## src/rtl/mips_pkg.sv

```systemverilog
// Shared types and constants for the Mini-MIPS front end.
package mips_pkg;

  typedef enum logic [1:0] {IDLE, FETCH, VALID} fetch_state_t;

  localparam int unsigned XLEN       = 32;
  localparam int unsigned INST_BYTES = 4;
  localparam logic [XLEN-1:0] RESET_PC = 32'h0000_0000;

  // Instruction field slices for j-type target and i-type immediate
  localparam int unsigned TARGET_MSB = 25;
  localparam int unsigned TARGET_LSB = 0;
  localparam int unsigned TARGET_W   = TARGET_MSB - TARGET_LSB + 1;
  localparam int unsigned IMM_MSB    = 15;
  localparam int unsigned IMM_LSB    = 0;
  localparam int unsigned IMM_W      = IMM_MSB - IMM_LSB + 1;

  // Sign-extended word offset of a branch immediate, in bytes
  function automatic logic [XLEN-1:0] branch_offset(input logic [IMM_W-1:0] imm);
    return {{(XLEN-IMM_W-2){imm[IMM_W-1]}}, imm, 2'b00};
  endfunction

endpackage

```

## src/rtl/next_pc_calc.sv

```systemverilog
// Combinational next-PC selection for jr, j/jal, taken branch and sequential flow.
module next_pc_calc
  import mips_pkg::*;
(
  input  logic [XLEN-1:0] pc,
  input  logic [XLEN-1:0] inst,
  input  logic [XLEN-1:0] rs_data,
  input  logic            jump,
  input  logic            jump_reg,
  input  logic            branch,
  input  logic            alu_zero,
  output logic [XLEN-1:0] next_pc,
  output logic            misaligned
);

  logic [XLEN-1:0] seq_pc;
  logic            unused_opcode;

  assign unused_opcode = ^inst[XLEN-1:TARGET_MSB+1];

  // jump_reg is only examined under jump so an undriven jump_reg never leaks through
  always_comb begin
    seq_pc  = pc + XLEN'(INST_BYTES);
    next_pc = seq_pc;
    if (jump) begin
      if (jump_reg) begin
        next_pc = {rs_data[XLEN-1:2], 2'b00};
      end else begin
        next_pc = {seq_pc[XLEN-1:TARGET_W+2], inst[TARGET_MSB:TARGET_LSB], 2'b00};
      end
    end else if (branch && alu_zero) begin
      next_pc = seq_pc + branch_offset(inst[IMM_MSB:IMM_LSB]);
    end
  end

  assign misaligned = jump && jump_reg && (rs_data[1:0] != 2'b00);

endmodule

```

## src/rtl/fetch_unit.sv

```systemverilog
// PC owner and instruction fetcher: req/ack word reads, holds the word until the core accepts it.
module fetch_unit
  import mips_pkg::*;
(
  input  logic            clk,
  input  logic            rst_n,
  output logic            imem_req,
  output logic [XLEN-1:0] imem_addr,
  input  logic            imem_ack,
  input  logic [XLEN-1:0] imem_rdata,
  output logic [XLEN-1:0] inst,
  output logic            inst_valid,
  input  logic            inst_accept,
  input  logic            jump,
  input  logic            jump_reg,
  input  logic            branch,
  input  logic            alu_zero,
  input  logic [XLEN-1:0] rs_data,
  output logic [XLEN-1:0] pc,
  output logic [XLEN-1:0] pc_plus4,
  output logic            addr_err
);

  fetch_state_t    state;
  logic [XLEN-1:0] next_pc;
  logic            misaligned;

  next_pc_calc u_next_pc_calc (
    .pc         (pc),
    .inst       (inst),
    .rs_data    (rs_data),
    .jump       (jump),
    .jump_reg   (jump_reg),
    .branch     (branch),
    .alu_zero   (alu_zero),
    .next_pc    (next_pc),
    .misaligned (misaligned)
  );

  // The request address is the PC register itself, so it is stable for the whole fetch
  assign imem_addr = pc;

  always_ff @(posedge clk or negedge rst_n) begin
    if (!rst_n) begin
      state      <= IDLE;
      imem_req   <= 1'b0;
      pc         <= RESET_PC;
      pc_plus4   <= RESET_PC + XLEN'(INST_BYTES);
      inst       <= '0;
      inst_valid <= 1'b0;
      addr_err   <= 1'b0;
    end else begin
      case (state)
        IDLE: begin
          state    <= FETCH;
          imem_req <= 1'b1;
        end
        FETCH: begin
          if (imem_ack) begin
            state      <= VALID;
            imem_req   <= 1'b0;
            inst       <= imem_rdata;
            inst_valid <= 1'b1;
          end
        end
        VALID: begin
          if (inst_accept) begin
            state      <= FETCH;
            imem_req   <= 1'b1;
            inst_valid <= 1'b0;
            pc         <= next_pc;
            pc_plus4   <= next_pc + XLEN'(INST_BYTES);
            if (misaligned) begin
              addr_err <= 1'b1;
            end
          end
        end
        default: begin
          state    <= IDLE;
          imem_req <= 1'b0;
        end
      endcase
    end
  end

endmodule

```

## config.mk

```make
export PLATFORM = sky130hd
export DESIGN_NAME = fetch_unit
export DESIGN_NICKNAME = d
export VERILOG_FILES = /design/src/rtl/mips_pkg.sv /design/src/rtl/next_pc_calc.sv /design/src/rtl/fetch_unit.sv
export SDC_FILE = /design/constraint.sdc
export NUM_CORES = 1
export LEC_CHECK = 0
export BUFFER_PORTS_ARGS = -buffer_cell sky130_fd_sc_hd__buf_2
export CORE_UTILIZATION = 55
export DETAILED_ROUTE_END_ITERATION = 8
export PLACE_DENSITY = 0.87
export SLEW_MARGIN = 25
export SYNTH_ARGS = -nofsm -noshare
export SYNTH_HDL_FRONTEND = slang
export SYNTH_SLANG_ARGS = --single-unit
```

## constraint.sdc

```tcl
create_clock -name clk -period 5.4 [get_ports clk]
set_input_delay 1.08 -clock clk [delete_from_list [all_inputs] [get_ports clk]]
set_output_delay 1.08 -clock clk [all_outputs]
set_load 0.01 [all_outputs]
```

==> impl_metrics.toml <==
[run_status]
outcome = "completed"

[floorplan]
initial_core_util_pct = 56.5
die-area_um2 = 14800
io_pins = 203
die_h_um = 122
rows = 43
coreArea_um2 = 13900
die_w_um = 122

[layout]
layout-drive-gt1-share_pct = 28.4
n_antenna_cell = 0
num-fill-cells = 1155
fin_area_um2 = 9090
fin_nets = 1171
area_delta_synth_final_pct = 15.5

[clock_tree]
cts.path.max_buffers = 2
cts_tree = "yes"
cts.sinks = 96
htree_num_levels = 3
cts_root_buffer = "clkbuf_16"
hold_buffers = 0
clk_latency_ns = 0.36
path_clk_slew_ns = 0.08
cts-buffers-inserted = 9

[critical_path]
crit_fanout = 10
critPathBufInv = 0
required_ns = 5.62
path_cells = "ha_2 -> nand4_1 -> nor2_1 -> nand2_1 -> xnor2_1 -> ha_1 -> a21oi_1 -> o221ai_1 -> or2_2 -> a211oi_2 -> or4b_1 -> nor3_2 -> nand3_1 -> nor3_1 -> xor2_1 -> o21ai_0"
critical_path_class = "reg2reg"
cp_slowest_cell = "or4b_1"
max_stage_delay_ns = 0.56
end_kind = "register"
arrival_ns = 5.29
startpoint_type = "register"
critical_path.top_delay_family = "simple AND/OR/NAND/NOR gates"

[drt]
route.detailed.drc = 0
wl_met3_mm = 1.51
routed_via_density = 6.27
wl_per_cell_um = 19.5
ant_nets = 0
topRoutingLayerUsed = "met4"
drt-total-wl_mm = 24.3
drtIter0Drc = 590
dr.pass1.iters = 5
met2_length_mm = 12.1
drt-met1-wl_mm = 9.51
vias = 7825

[power_and_ir_drop]
power.density_nw_per_um2 = 657
ir_worst_vdd_v = 0.000436
cellLeakagePower_nw = 4.27

[placement]
preCtsSetupSlack_ns = 0.368
globalplace.congestion = 0.998
place_area_um2 = 8750
port_buffers = 196
hpwl_mm = 18.3

[synthesis]
ys_seq_area_share_pct = 30.5
synth_top_area_cell = "dfrtp_1"
yosys_most_used_dff = "dfrtp_1"
async_reset_ff_share_pct = 100
yosysWarnings = 0
syn-cell-area_um2 = 7880
postSynthAreaPerCell_um2 = 8.53
ys_ff_latch = 96
synth_edf_count = 0
synth_top_area_share_pct = 30.2
synth_area_leaders = "dfrtp_1, mux2_2, nand2_1"
synth_cell_types = 82
synthCells = 923

[grt]
grt_pass1_vias = 7378
antenna_found_initial = 0
grt-ovfl-total = 0
grt_pass1_wl_mm = 37.6
grt_use_total_pct = 33.1
grt_max_degree = 69

[timing]
drv_slew = 0
tightest_slew_ns = 0.960
fmax_ghz = 0.197
hold_viol_final = 0
relSlewSlack_pct = 35.6
setup_tns_ns = 0
layout_min_cycle_time_ns = 5.07
worst_slack_ns = 0.334
min_period_over_period_pct = 93.8
finalSetupViolCount = 0
worst_clock_skew_ns = 0.0129
rsz0062_at_grt = "false"

[run]
maxCapViolations = 0

[hold_path]
hp-class = "reg2reg"
[where the power goes]
part           leakage (nW)  internal [W]  switching, W  total, W
Combinational          2.94       0.00151       0.00226   0.00377
Sequential             1.17       0.00106      0.000459   0.00152
Clock                 0.157      0.000373      0.000320  0.000693
[layout by cell type, fill, tap and decap left out, types with 5 or more instances in the layout]
cell type	count
mux2i_1	25
xor2_1	27
conb_1	6
nor2_1	39
clkbuf_16	9
nor3_1	24
mux2_2	49
a21oi_1	36
nand2_1	126
o21ai_0	74
a211oi_1	8
o211ai_1	8
a21o_1	15
inv_1	15
buf_2	195
o21a_1	6
dfrtp_1	95
xnor2_1	30
nand2b_1	7
and4_1	6
ha_1	34
or3_1	9
nand3_1	37
a31oi_1	10
o22ai_1	5
nand4_1	21
nor4_1	9
and2_1	6
o221ai_1	5
buf_4	17
and3_1	17
[metrics by stage]
stage / instances / total power (W) / hold WS (ns) / util [%]
5_1_grt: 1248 / 0.00641 / 0.484 / 65.3
4_1_cts: 1248 / 0.00592 / 0.464 / 65.1
3_3_place_gp: 1232 / 0.00510 / 0.447 / 62.8
3_5_place_dp: 1232 / 0.00518 / 0.457 / 62.8
2_1_floorplan: 928 / 0.00410 / 0.429 / -
6_report: 1248 / 0.00598 / 0.464 / 65.3
[timing repair]
action                     4_1_cts  5_1_grt
buffers inserted                 0        0
setup endpoints to repair        0       11
hold endpoints to repair         0        0
resized for setup                0        5
[per-layer routing]
metal  vias up  GRT usage, %
met5         -             0
met4         0          18.6
met3        74          4.92
met2       366          56.5
met1      3756          39.8
li1       3629             -
[area by class of cell]
type | instances | area (um2) | area share [%]
clock buffer | 9 | 225 | 2.48
clock inverter | 7 | 95.1 | 1.05
inverter | 15 | 56.3 | 0.619
multi-input combinational | 729 | 4990 | 54.8
sequential | 96 | 2400 | 26.4
tap | 180 | 225 | 2.48
timing repair buffer | 212 | 1100 | 12.1
[flip-flops by register name, summed over array words and instances (netlist names)]
signal      flops
inst_valid      1
addr_err        1
pc_plus4       30
state           2
imem_addr      30
inst           32
[cell families (layout without fill, tap and decap cells)]
group	Yosys count	count (layout)	share of synthesized area, %
compound gates	220	220	18.2
xor+xnor	58	58	6.54
fa+ha+maj	36	36	5.81
buf+inv	103	243	6.75
flops	96	96	30.5
mux	74	74	10.2
other cells	1	6	0.0476
simple gates	335	335	22.0
[worst paths after layout]
kind                         startpoint      endpoint  slack, ns  cells past startpoint
max                        imem_addr[2]  pc_plus4[26]       0.33                     16
min                            state[1]      state[0]       0.46                      1
max reg2reg                imem_addr[2]  pc_plus4[26]       0.33                     16
min reg2reg                    state[1]      state[0]       0.46                      1
max in group asynchronous         rst_n   pc_plus4[2]       3.59                      2
min in group asynchronous         rst_n      inst[15]       0.79                      1
[cell usage after synthesis (15+ instances only)]
cell type	count
a21o_1	15
dfrtp_1	95
nand2_1	126
clkbuf_1	41
a21oi_1	36
nand3_1	38
buf_4	36
and3_1	17
nand4_1	21
nor3_1	24
o21ai_0	75
xor2_1	27
mux2_2	49
mux2i_1	25
inv_1	15
nor2_1	39
xnor2_1	30
ha_1	35
(Power assumes the default switching activity.)
